### config.mk
export PLATFORM = sky130hd
export DESIGN_NAME = arb_hs_sink_flat
export DESIGN_NICKNAME = d
export VERILOG_FILES = /design/src/rtl/arb_hs_sink_if.sv /design/src/rtl/arb_hs_sink.sv /design/src/flat_wrapper.sv
export SDC_FILE = /design/constraint.sdc
export NUM_CORES = 1
export LEC_CHECK = 0
export BUFFER_PORTS_ARGS = -buffer_cell sky130_fd_sc_hd__buf_2
export CORE_MARGIN = 5
export CORE_UTILIZATION = 43
export CTS_BUF_LIST = sky130_fd_sc_hd__clkbuf_8
export DETAILED_ROUTE_END_ITERATION = 12
export GPL_TIMING_DRIVEN = 0
export HOLD_SLACK_MARGIN = 0.03
export PLACE_DENSITY = 0.66
export SKIP_LAST_GASP = 1
export SLEW_MARGIN = 20
export SYNTH_ARGS = -nofsm -noshare
export SYNTH_HDL_FRONTEND = slang
export SYNTH_SLANG_ARGS = --single-unit
### constraint.sdc
create_clock -name clk -period 1.88 [get_ports clk]
set_input_delay 0.188 -clock clk [delete_from_list [all_inputs] [get_ports clk]]
set_output_delay 0.188 -clock clk [all_outputs]
set_load 0.05 [all_outputs]
### src/rtl/arb_hs_sink_if.sv
// Bundles the arbiter 4-phase channel, the grant valid/ready channel and status.
interface arb_hs_sink_if #(
  parameter int unsigned CNT_W = 8
);
  logic             req_in;
  logic             sel_in;
  logic             ack_out;
  logic             grant_valid;
  logic             grant_sel;
  logic             grant_ready;
  logic             cnt_clr;
  logic [CNT_W-1:0] grant_cnt0;
  logic [CNT_W-1:0] grant_cnt1;
  logic             busy;
  logic             err_proto;

  // Sink side: consumes req/sel, produces ack and the synchronous grant.
  modport slave (
    input  req_in, sel_in, grant_ready, cnt_clr,
    output ack_out, grant_valid, grant_sel, grant_cnt0, grant_cnt1, busy, err_proto
  );

  // Environment side: arbiter plus synchronous consumer.
  modport master (
    output req_in, sel_in, grant_ready, cnt_clr,
    input  ack_out, grant_valid, grant_sel, grant_cnt0, grant_cnt1, busy, err_proto
  );
endinterface

### src/rtl/arb_hs_sink.sv
// Clocked terminator for the asynchronous arbiter's 4-phase req/ack channel.
// Each granted request becomes one valid/ready transaction tagged with the
// winning channel; per-channel grant counters and a sticky protocol flag.
module arb_hs_sink #(
  parameter int unsigned SYNC_STAGES = 2,
  parameter int unsigned CNT_W       = 8
) (
  input  logic          clk,
  input  logic          rst_n,
  arb_hs_sink_if.slave  bus
);

  localparam logic [1:0] S_IDLE  = 2'd0;
  localparam logic [1:0] S_OFFER = 2'd1;
  localparam logic [1:0] S_ACK   = 2'd2;
  localparam logic [1:0] S_DRAIN = 2'd3;

  logic [SYNC_STAGES-1:0] r_req_sync;
  logic [SYNC_STAGES-1:0] r_sel_sync;
  logic [1:0]             r_state;
  logic                   r_ack;
  logic                   r_valid;
  logic                   r_sel;
  logic                   r_busy;
  logic                   r_err;
  logic [CNT_W-1:0]       r_cnt0;
  logic [CNT_W-1:0]       r_cnt1;

  logic                   w_req_s;
  logic                   w_sel_s;
  logic                   w_accept;
  logic [1:0]             w_state_nxt;
  logic                   w_sel_nxt;
  logic                   w_err_nxt;
  logic [CNT_W-1:0]       w_cnt0_nxt;
  logic [CNT_W-1:0]       w_cnt1_nxt;

  assign w_req_s  = r_req_sync[SYNC_STAGES-1];
  assign w_sel_s  = r_sel_sync[SYNC_STAGES-1];
  assign w_accept = (r_state == S_OFFER) && bus.grant_ready;

  // Equal-depth synchronizers keep sel_s aligned with req_s.
  always_ff @(posedge clk or negedge rst_n) begin
    if (!rst_n) begin
      r_req_sync <= '0;
      r_sel_sync <= '0;
    end else begin
      r_req_sync <= {r_req_sync[SYNC_STAGES-2:0], bus.req_in};
      r_sel_sync <= {r_sel_sync[SYNC_STAGES-2:0], bus.sel_in};
    end
  end

  // Next-state, capture, error and counter logic.
  always_comb begin
    w_state_nxt = r_state;
    w_sel_nxt   = r_sel;
    w_err_nxt   = r_err;
    w_cnt0_nxt  = r_cnt0;
    w_cnt1_nxt  = r_cnt1;

    case (r_state)
      S_IDLE: begin
        if (w_req_s) begin
          w_sel_nxt   = w_sel_s;
          w_state_nxt = S_OFFER;
        end
      end
      S_OFFER: begin
        // Withdrawal before ack is a violation, but the offer is still held.
        if (!w_req_s) begin
          w_err_nxt = 1'b1;
        end else if (w_sel_s != r_sel) begin
          w_err_nxt = 1'b1;
        end
        if (w_accept) begin
          w_state_nxt = w_req_s ? S_ACK : S_DRAIN;
        end
      end
      S_ACK: begin
        if (!w_req_s) begin
          w_state_nxt = S_IDLE;
        end else if (w_sel_s != r_sel) begin
          w_err_nxt = 1'b1;
        end
      end
      S_DRAIN: begin
        if (!w_req_s) begin
          w_state_nxt = S_IDLE;
        end
      end
      default: begin
        w_state_nxt = S_IDLE;
      end
    endcase

    // Clear wins over a same-cycle increment; counters wrap naturally.
    if (bus.cnt_clr) begin
      w_cnt0_nxt = '0;
      w_cnt1_nxt = '0;
    end else if (w_accept) begin
      if (r_sel) begin
        w_cnt1_nxt = r_cnt1 + CNT_W'(1);
      end else begin
        w_cnt0_nxt = r_cnt0 + CNT_W'(1);
      end
    end
  end

  // State and registered outputs decoded from the next state.
  always_ff @(posedge clk or negedge rst_n) begin
    if (!rst_n) begin
      r_state <= S_IDLE;
      r_ack   <= 1'b0;
      r_valid <= 1'b0;
      r_sel   <= 1'b0;
      r_busy  <= 1'b0;
      r_err   <= 1'b0;
      r_cnt0  <= '0;
      r_cnt1  <= '0;
    end else begin
      r_state <= w_state_nxt;
      r_ack   <= (w_state_nxt == S_ACK);
      r_valid <= (w_state_nxt == S_OFFER);
      r_sel   <= w_sel_nxt;
      r_busy  <= (w_state_nxt != S_IDLE);
      r_err   <= w_err_nxt;
      r_cnt0  <= w_cnt0_nxt;
      r_cnt1  <= w_cnt1_nxt;
    end
  end

  assign bus.ack_out     = r_ack;
  assign bus.grant_valid = r_valid;
  assign bus.grant_sel   = r_sel;
  assign bus.busy        = r_busy;
  assign bus.err_proto   = r_err;
  assign bus.grant_cnt0  = r_cnt0;
  assign bus.grant_cnt1  = r_cnt1;

endmodule

### src/flat_wrapper.sv
// flat-port wrapper written by rule: the top's interface ports become plain ports
module arb_hs_sink_flat 
#(
  parameter int unsigned SYNC_STAGES = 2,
  parameter int unsigned CNT_W       = 8
)
  (clk, rst_n, bus_req_in, bus_sel_in, bus_grant_ready, bus_cnt_clr, bus_ack_out, bus_grant_valid, bus_grant_sel, bus_grant_cnt0, bus_grant_cnt1, bus_busy, bus_err_proto);
  arb_hs_sink_if #(.CNT_W(CNT_W)) bus_i ();
  input  logic clk;
  input  logic rst_n;
  input wire logic [$bits(bus_i.req_in)-1:0] bus_req_in;
  input wire logic [$bits(bus_i.sel_in)-1:0] bus_sel_in;
  input wire logic [$bits(bus_i.grant_ready)-1:0] bus_grant_ready;
  input wire logic [$bits(bus_i.cnt_clr)-1:0] bus_cnt_clr;
  output wire logic [$bits(bus_i.ack_out)-1:0] bus_ack_out;
  output wire logic [$bits(bus_i.grant_valid)-1:0] bus_grant_valid;
  output wire logic [$bits(bus_i.grant_sel)-1:0] bus_grant_sel;
  output wire logic [$bits(bus_i.grant_cnt0)-1:0] bus_grant_cnt0;
  output wire logic [$bits(bus_i.grant_cnt1)-1:0] bus_grant_cnt1;
  output wire logic [$bits(bus_i.busy)-1:0] bus_busy;
  output wire logic [$bits(bus_i.err_proto)-1:0] bus_err_proto;
  assign bus_i.req_in = bus_req_in;
  assign bus_i.sel_in = bus_sel_in;
  assign bus_i.grant_ready = bus_grant_ready;
  assign bus_i.cnt_clr = bus_cnt_clr;
  assign bus_ack_out = bus_i.ack_out;
  assign bus_grant_valid = bus_i.grant_valid;
  assign bus_grant_sel = bus_i.grant_sel;
  assign bus_grant_cnt0 = bus_i.grant_cnt0;
  assign bus_grant_cnt1 = bus_i.grant_cnt1;
  assign bus_busy = bus_i.busy;
  assign bus_err_proto = bus_i.err_proto;
  arb_hs_sink #(.SYNC_STAGES(SYNC_STAGES), .CNT_W(CNT_W)) u_core (.clk(clk), .rst_n(rst_n), .bus(bus_i));
endmodule
; Word level (Yosys, flattened, before mapping)
; Cells that the tools add are included.
[word_totals]
inputBits = 6
register_bits = 27
word_cells = 46
out_inout_bits = 21
[op_classes]
mux = 15
n_reduce_logical = 11
add_sub_neg = 2
eq_ne = 8
[ops]
columns = operator, n
row1 = 8-bit two-way mux, 6
row2 = "8-bit by 1-bit adder with 8-bit output, second input constant", 2
row3 = 2-bit AND reduction, 4
row4 = 2-bit nonzero test, 4
row5 = "2-bit equality test, second input constant", 3
row6 = 2-bit two-way mux, 3
row7 = 2-bit one-hot mux with 3 select lines, 1
row8 = "2-bit by 1-bit equality test with 1-bit output, second input constant", 2
row9 = 1-bit two-way mux, 4
row10 = 2-bit zero test, 1
row11 = "2-bit by 1-bit inequality test with 1-bit output, second input constant", 1
row12 = "2-bit inequality test, second input constant", 1
row13 = 1-bit one-hot mux with 2 select lines, 1
row14 = 2-bit OR reduction, 1
row15 = 1-bit logical AND, 1
row16 = 1-bit inequality test, 1

; Depth between registers and ports, before layout
; Gate-level depths: netlist of the first run.
[logic_depth]
word_depth = 5
depth_mapped = 4

; Least setup slack after synthesis of the first run
; Ideal clock, no wire load.
[synth_timing]
kind = register to register
from = register u_core.r_sel, in the netlist u_core.bus.grant_sel
to = register u_core.r_cnt0[7], in the netlist u_core.bus.grant_cnt0[7]
arrival_time_ps = 1557
path_buffers = 0
setup_slack_ps = 196
setup_ps = 128
stages_incl_launch_ff = 4
required_ps = 1752
path_cell_list = dfrtp_1 -> nand4bb_2 -> nor4_1 -> mux2_1
[synth_between]
elab_chain_cells = 2
[synth_lines]
columns = element, line_no
row1 = from (decl), arb_hs_sink.sv:23  ; logic r_sel;
row2 = from (signal assigned), arb_hs_sink.sv:124  ; r_sel <= w_sel_nxt;
row3 = 2-bit inequality test (no source line), n/a
row4 = 2-bit AND reduction (no source line), n/a
row5 = to (signal assigned), arb_hs_sink.sv:127  ; r_cnt0 <= w_cnt0_nxt;
row6 = to (decl), arb_hs_sink.sv:26  ; logic [CNT_W-1:0] r_cnt0;
; Every way passes these cells.
; A chain may end at the register's enable or synchronous reset.

; Worst setup path after layout of the first run
[layout_timing]
from = register u_core.r_state[1]
to = register u_core.r_cnt0[7], in the netlist u_core.bus.grant_cnt0[7]
[layout_between]
elab_chain_cells = 4
[layout_lines]
columns = element, line_no
row1 = from (decl), arb_hs_sink.sv:20  ; logic [1:0] r_state;
row2 = from (signal assigned), arb_hs_sink.sv:121  ; r_state <= w_state_nxt;
row3 = 2-bit by 1-bit equality test with 1-bit output, arb_hs_sink.sv:40  ; assign w_accept = (r_state == S_OFFER) && bus.grant_ready;
row4 = 1-bit logical AND, arb_hs_sink.sv:40
row5 = 2-bit nonzero test (no source line), n/a
row6 = 2-bit AND reduction (no source line), n/a
; Every way passes these cells.

==> results of run 1 <==
==> cells by family (layout without fill, tap and decap cells) <==
family | Yosys count | count (layout) | share of synthesized area, %
adder cells (fa/ha/maj) | 2 | 2 | 2.04
XOR/XNOR | 3 | 3 | 2.14
buffers and inverters | 9 | 41 | 3.46
AO/OA/AOI/OAI | 26 | 26 | 12.6
multiplexers | 4 | 4 | 3.46
flip-flops | 27 | 27 | 55.0
AND/OR/NAND/NOR | 41 | 41 | 21.3
==> power by group through the flow <==
stage	combinational (mW)	clock [mW]	sequential (mW)
final	0.512	0.319	0.737
after floorplan	0.217	0	0.914
after global placement	0.499	0	0.744
after global routing	0.553	0.357	0.758
after CTS	0.519	0.330	0.739
after detailed placement	0.511	0	0.750
==> registers in the layout, summed over array words and instances, names as in the netlist <==
name / count
u_core.bus.err_proto: 1
u_core.bus.grant_cnt0: 8
u_core.r_req_sync: 2
u_core.bus.ack_out: 1
u_core.bus.grant_valid: 1
u_core.r_sel_sync: 2
u_core.bus.busy: 1
u_core.bus.grant_sel: 1
u_core.bus.grant_cnt1: 8
u_core.r_state: 2
==> layer usage <==
metal	track usage (%)	up-vias	wire length (um)
li1	-	469	-
met1	16.0	481	1090
met2	22.2	19	1290
met3	3.02	2	96
met4	4.68	0	17
met5	0	-	0
==> worst max-delay path by stage <==
stage | endpoint | slack, ns | depth (start not counted) | from
3_3_place_gp | u_core.bus.grant_cnt0[7] | 0.33 | 3 | u_core.bus.grant_sel
4_1_cts | u_core.bus.grant_cnt0[7] | 0.32 | 3 | u_core.r_state[1]
2_1_floorplan | u_core.bus.grant_cnt0[7] | 0.20 | 3 | u_core.bus.grant_sel
3_5_place_dp | u_core.bus.grant_cnt0[7] | 0.34 | 3 | u_core.r_state[1]
5_1_grt | u_core.bus.grant_cnt1[7] | 0.22 | 3 | u_core.r_state[1]
6_report | u_core.bus.grant_cnt0[7] | 0.34 | 3 | u_core.r_state[1]
==> stage by stage <==
step	cells	setup WS, ns	util (%)
floorplan	112	0.196	-
global placement	168	0.331	50.5
detailed placement	168	0.336	50.5
CTS	175	0.320	53.3
global route	175	0.221	53.3
finish	175	0.336	53.3
==> final cells by class <==
type	instances	area, um^2	area share, %
sequential	27	676	46.0
multi-input combinational	76	510	34.8
timing repair buffer	28	155	10.6
clock buffer	3	41.3	2.81
tap	31	38.8	2.64
buffer	4	23.8	1.62
inverter	5	18.8	1.28
clock inverter	1	5.00	0.341
==> layout by cell type (no fill, tap or decap), types with 2 or more instances in the layout <==
| cell | n |
|---|---|
| nand2_1 | 4 |
| nand2b_1 | 2 |
| mux2i_1 | 2 |
| or3_1 | 6 |
| o211a_1 | 2 |
| clkbuf_8 | 3 |
| buf_2 | 26 |
| o21ai_1 | 6 |
| dlygate4sd3_1 | 3 |
| nand3_1 | 6 |
| xor2_1 | 2 |
| and2b_1 | 2 |
| or4_1 | 6 |
| dfrtp_1 | 27 |
| o31ai_1 | 6 |
| a21oi_1 | 12 |
| clkbuf_1 | 2 |
| ha_1 | 2 |
| nor2b_1 | 3 |
| inv_1 | 5 |
| nor2_1 | 5 |
| mux2_1 | 2 |
==> worst max-delay path, delay by kind of cell (launching register included) <==
family           cells  cell delay, ns
DFF                  1            0.46
muxes                1            0.36
and+or+nand+nor      2            0.62
==> synthesized netlist by cell type, types with 2 or more instances <==
cell	count	area, um^2
a21oi_1	12	60.1
nand2b_1	2	12.5
dfrtp_1	27	676
inv_1	5	18.8
ha_1	2	25.0
nor2b_1	3	18.8
xor2_1	2	17.5
o21ai_1	6	30.0
or3_1	6	37.5
mux2i_1	2	20.0
and2b_1	2	15.0
mux2_1	2	22.5
clkbuf_1	2	7.51
o211a_1	2	20.0
nand2_1	4	15.0
or4_1	6	45.0
nand3_1	6	30.0
nor2_1	5	18.8
o31ai_1	6	45.0
==> impl_metrics.json, run 1 <==
{
  "status": "finished, final reports clean",
  "worstHoldPathType": "primary input to register",
  "clk_pin_slew_ns": 0.09,
  "area_growth_pct": 19.6,
  "ctsRootBufferMaster": "clkbuf_8",
  "io_buffers": 25,
  "antenna_found_initial": 0,
  "synth_nets": 120,
  "firstDrtPassIters": 4,
  "timing.rr.end": "u_core.bus.grant_cnt0[7]",
  "rr_startpoint": "u_core.r_state[1]",
  "cts-resized-gates": 0,
  "hold_path_end": "u_core.r_state[1]",
  "whs_ns": 0.250,
  "sw_frac_of_total_pct": 37.7,
  "ios": 27,
  "drive_above_1_share_pct": 22.9,
  "drt_wl_total_um": 2500,
  "p_comb_share_pct": 32.7,
  "clockPowerShare_pct": 20.3,
  "synth_area_um2": 1230,
  "rsz0062_at_grt": "false",
  "drv_cap": 0,
  "seqPwrFrac_pct": 47.0,
  "crit_required_ns": 2.04,
  "die_w_um": 63.5,
  "antenna_left": 0,
  "die-area_um2": 4030,
  "total_power_mw": 1.57,
  "tritoncts": "built",
  "vdd_drop_max_v": 0.000776,
  "cp.arrival_ns": 1.70,
  "num-fill-cells": 243,
  "hold_depth": 3,
  "synth_cell_type_count": 29,
  "p_int_mw": 0.978,
  "timing.final.crit_share_pct": 82.1,
  "worst_pin_slew_ns": 0.590,
  "drc": 0,
  "clockBufferDepth": 2,
  "htree_levels": 1,
  "final_hold_viol_count": 0,
  "cp_max_fo": 9,
  "setup_tns_ns": 0,
  "vias": 971,
  "grt_use_total_pct": 13.0,
  "post_drt_wl_per_cell_um": 14.3,
  "period_minus_slack_ns": 1.54,
  "path_cells": "nand4bb_2, nor4_1, mux2_1",
  "clock_latency_ns": 0.27,
  "clkSinkCount": 27,
  "nets": 153,
  "power_density_nw_per_um2": 1070,
  "leakage_nw": 0.691,
  "synth_seq_cells": 27,
  "grt_max_degree": 28,
  "setup_viol": 0,
  "postCtsHoldBufs": 3,
  "ff2ff_setup_slack_ns": 0.34,
  "vias_per_cell": 5.55,
  "synth_ff_type": "dfrtp_1",
  "n_antenna_cell": 0,
  "initial_core_util_pct": 44.6,
  "synth_edf_count": 0,
  "startpoint_type": "register",
  "grt-ovfl-total": 0,
  "grt_pass1_wl_um": 4340,
  "critPathCaptureType": "register",
  "rows": 19,
  "p_switching_mw": 0.591,
  "syn_area_per_cell_um2": 11.0,
  "grt_pass1_vias": 1007,
  "slew_viol_final": 0,
  "min_from": "bus_grant_ready",
  "fin_skew_ns": 0.00283,
  "worstSetupPathType": "register to register",
  "r2r_cells": 3,
  "dpl-instance-area_um2": 1390,
  "syn_inst": 112,
  "async_flop_share_pct": 100,
  "synth_warnings": 0,
  "dp_hpwl_um": 1770,
  "numCtsBuffers": 3,
  "die_h_um": 63.5,
  "cpMaxStageDelayCell": "dfrtp_1",
  "seq_area_frac_synth_pct": 55.0,
  "slowest_delay_ns": 0.46,
  "max_freq_mhz": 648,
  "final_area_um2": 1470,
  "slew_headroom_pct": 60.7,
  "cts_setup_buffers": 0,
  "drt_iter0_drc": 50,
  "routabilityCongestion": 0.758,
  "core_um2": 2760
}
(Power assumes the default switching activity.)
==> run 2, diff against run 1 <==
==> constraint.sdc (replaced) <==
create_clock -name clk -period 1.5 [get_ports clk]
set_input_delay 0.15 -clock clk [delete_from_list [all_inputs] [get_ports clk]]
set_output_delay 0.15 -clock clk [all_outputs]
set_load 0.05 [all_outputs]
==> run 2 against run 1 <==
Worst setup slack lost 0.28 ns. Critical path depth unchanged. Largest cell class unchanged. Count of clock-buffer cells in the layout unchanged. Sequential power is 25% higher. Worst hold slack worse by 0.036 ns. Die area stayed put. Sequential cell count unchanged.
==> impl_metrics.json, run 2 (synthesis gave the netlist of run 1 again) <==
{
  "drc": 0,
  "vdd_drop_max_v": 0.00111,
  "final_hold_viol_count": 0,
  "vias_per_cell": 5.51,
  "ctsRootBufferMaster": "clkbuf_8",
  "dr.max_layer_used": "met4",
  "p_switching_mw": 0.790,
  "timing.final.crit_share_pct": 96.5,
  "stdcell_count": 178,
  "dr_wl_met3_um": 154,
  "slew_headroom_pct": 59.8,
  "cp_max_fo": 4,
  "cpMaxStageDelayCell": "or4_4",
  "clock_latency_ns": 0.27,
  "vias": 981,
  "period_minus_slack_ns": 1.45,
  "startpoint_type": "register",
  "antenna_left": 0,
  "die-area_um2": 4030,
  "final_cell_mix": "buf_2 (25), dfrtp_1 (16), a21oi_1 (11), dfrtp_2 (11)",
  "clockBufferDepth": 2,
  "slowest_delay_ns": 0.53,
  "cp.arrival_ns": 1.65,
  "drt_iter0_drc": 61,
  "whs_ns": 0.214,
  "post_drt_wl_per_cell_um": 14.1,
  "dpl-instance-area_um2": 1420,
  "grt_pass1_vias": 1004,
  "initial_core_util_pct": 44.6,
  "core_um2": 2760,
  "clk_pin_slew_ns": 0.09,
  "setup_viol": 0,
  "die_h_um": 63.5,
  "clkSinkCount": 27,
  "dp_hpwl_um": 1720,
  "place_inst": 168,
  "worst_pin_slew_ns": 0.603,
  "numCtsBuffers": 3,
  "sw_frac_of_total_pct": 37.4,
  "htree_levels": 1,
  "grt_use_total_pct": 13.9,
  "final_common_cell": "buf_2",
  "met1_length_um": 1080,
  "path_cells": "nand4bb_4, or4_4, a21oi_1",
  "crit_family": "simple AND/OR/NAND/NOR gates",
  "cp.buffers_inverters": 0,
  "setup_tns_ns": 0,
  "tritoncts": "built",
  "status": "finished, final reports clean",
  "n_antenna_cell": 0,
  "p_comb_share_pct": 36.5,
  "grt_max_degree": 28,
  "grt-ovfl-total": 0,
  "nets": 156,
  "grt_pass1_wl_um": 4520,
  "ios": 27,
  "power_density_nw_per_um2": 1350,
  "antenna_found_initial": 0,
  "routabilityCongestion": 0.753,
  "fin_skew_ns": 0.00264,
  "slew_viol_final": 0,
  "final_area_um2": 1560,
  "leakage_nw": 0.716,
  "total_power_mw": 2.11,
  "io_buffers": 25,
  "rows": 19,
  "firstDrtPassIters": 4,
  "max_freq_mhz": 691,
  "die_w_um": 63.5,
  "p_int_mw": 1.32,
  "critPathCaptureType": "register",
  "worstSetupPathType": "register to register",
  "crit_required_ns": 1.70,
  "drv_cap": 0,
  "drt_wl_total_um": 2500,
  "seqPwrFrac_pct": 43.7,
  "worstHoldPathType": "primary input to register",
  "met2WireLength_um": 1240,
  "clockPowerShare_pct": 19.8,
  "area_growth_pct": 27.0,
  "drive_above_1_share_pct": 34.7
}
run 2: routing by layer:
metal	vias to the layer above	track usage (%)
met2	22	23.7
met4	0	4.68
met3	2	4.09
met5	-	0
met1	479	16.4
li1	478	-
run 2: path summary, 6_finish.rpt:
kind / end / slack [ns] / cells after the start / from
worst min register to register: u_core.r_sel_sync[1] / 0.35 / 0 / u_core.r_sel_sync[0]
min in group asynchronous: u_core.bus.grant_cnt0[5] / 0.41 / 2 / rst_n
worst max register to register: u_core.bus.grant_cnt0[5] / 0.05 / 3 / u_core.bus.grant_sel
worst max-delay path: u_core.bus.grant_cnt0[5] / 0.05 / 3 / u_core.bus.grant_sel
max in group asynchronous: u_core.r_state[1] / 0.66 / 2 / rst_n
worst min-delay path: u_core.r_state[1] / 0.21 / 3 / bus_grant_ready
run 2: power groups by stage:
stage,Clock (mW),Sequential (mW),Combinational (mW)
6_report,0.418,0.923,0.771
5_1_grt,0.462,0.945,0.827
4_1_cts,0.433,0.940,0.709
3_5_place_dp,0,0.950,0.652
3_3_place_gp,0,0.945,0.643
2_1_floorplan,0,1.16,0.288
run 2: what timing repair did:
action | CTS | global route
setup buffers | 1 | 2
endpoints found under the setup margin | 8 | 8
pin swaps | 1 | 1
cloned | 0 | 0
resized for setup | 5 | 5
hold buffers | 3 | 0
hold endpoints to repair | 29 | 0
run 2: final cells by class:
| type | count | area, um^2 |
|---|---|---|
| Buffer | 4 | 30.0 |
| Clock buffer | 3 | 41.3 |
| Clock inverter | 1 | 7.51 |
| Fill cell | 241 | 1200 |
| Inverter | 5 | 18.8 |
| Multi-Input combinational cell | 76 | 557 |
| Sequential cell | 27 | 689 |
| Tap cell | 31 | 38.8 |
| Timing Repair Buffer | 31 | 178 |
run 2: worst register-to-register path: stages (launching register included):
cell       delay (ns)
dfrtp_2          0.42
nand4bb_4        0.28
or4_4            0.53
a21oi_1          0.15
run 2: stage by stage:
step / utilization [%] / worst slack (ns)
after floorplan: - / -0.00251
after global placement: 51.3 / -0.0299
after detailed placement: 51.3 / -0.143
after CTS: 55.4 / 0.0223
after global routing: 56.6 / -0.00165
final: 56.6 / 0.0521
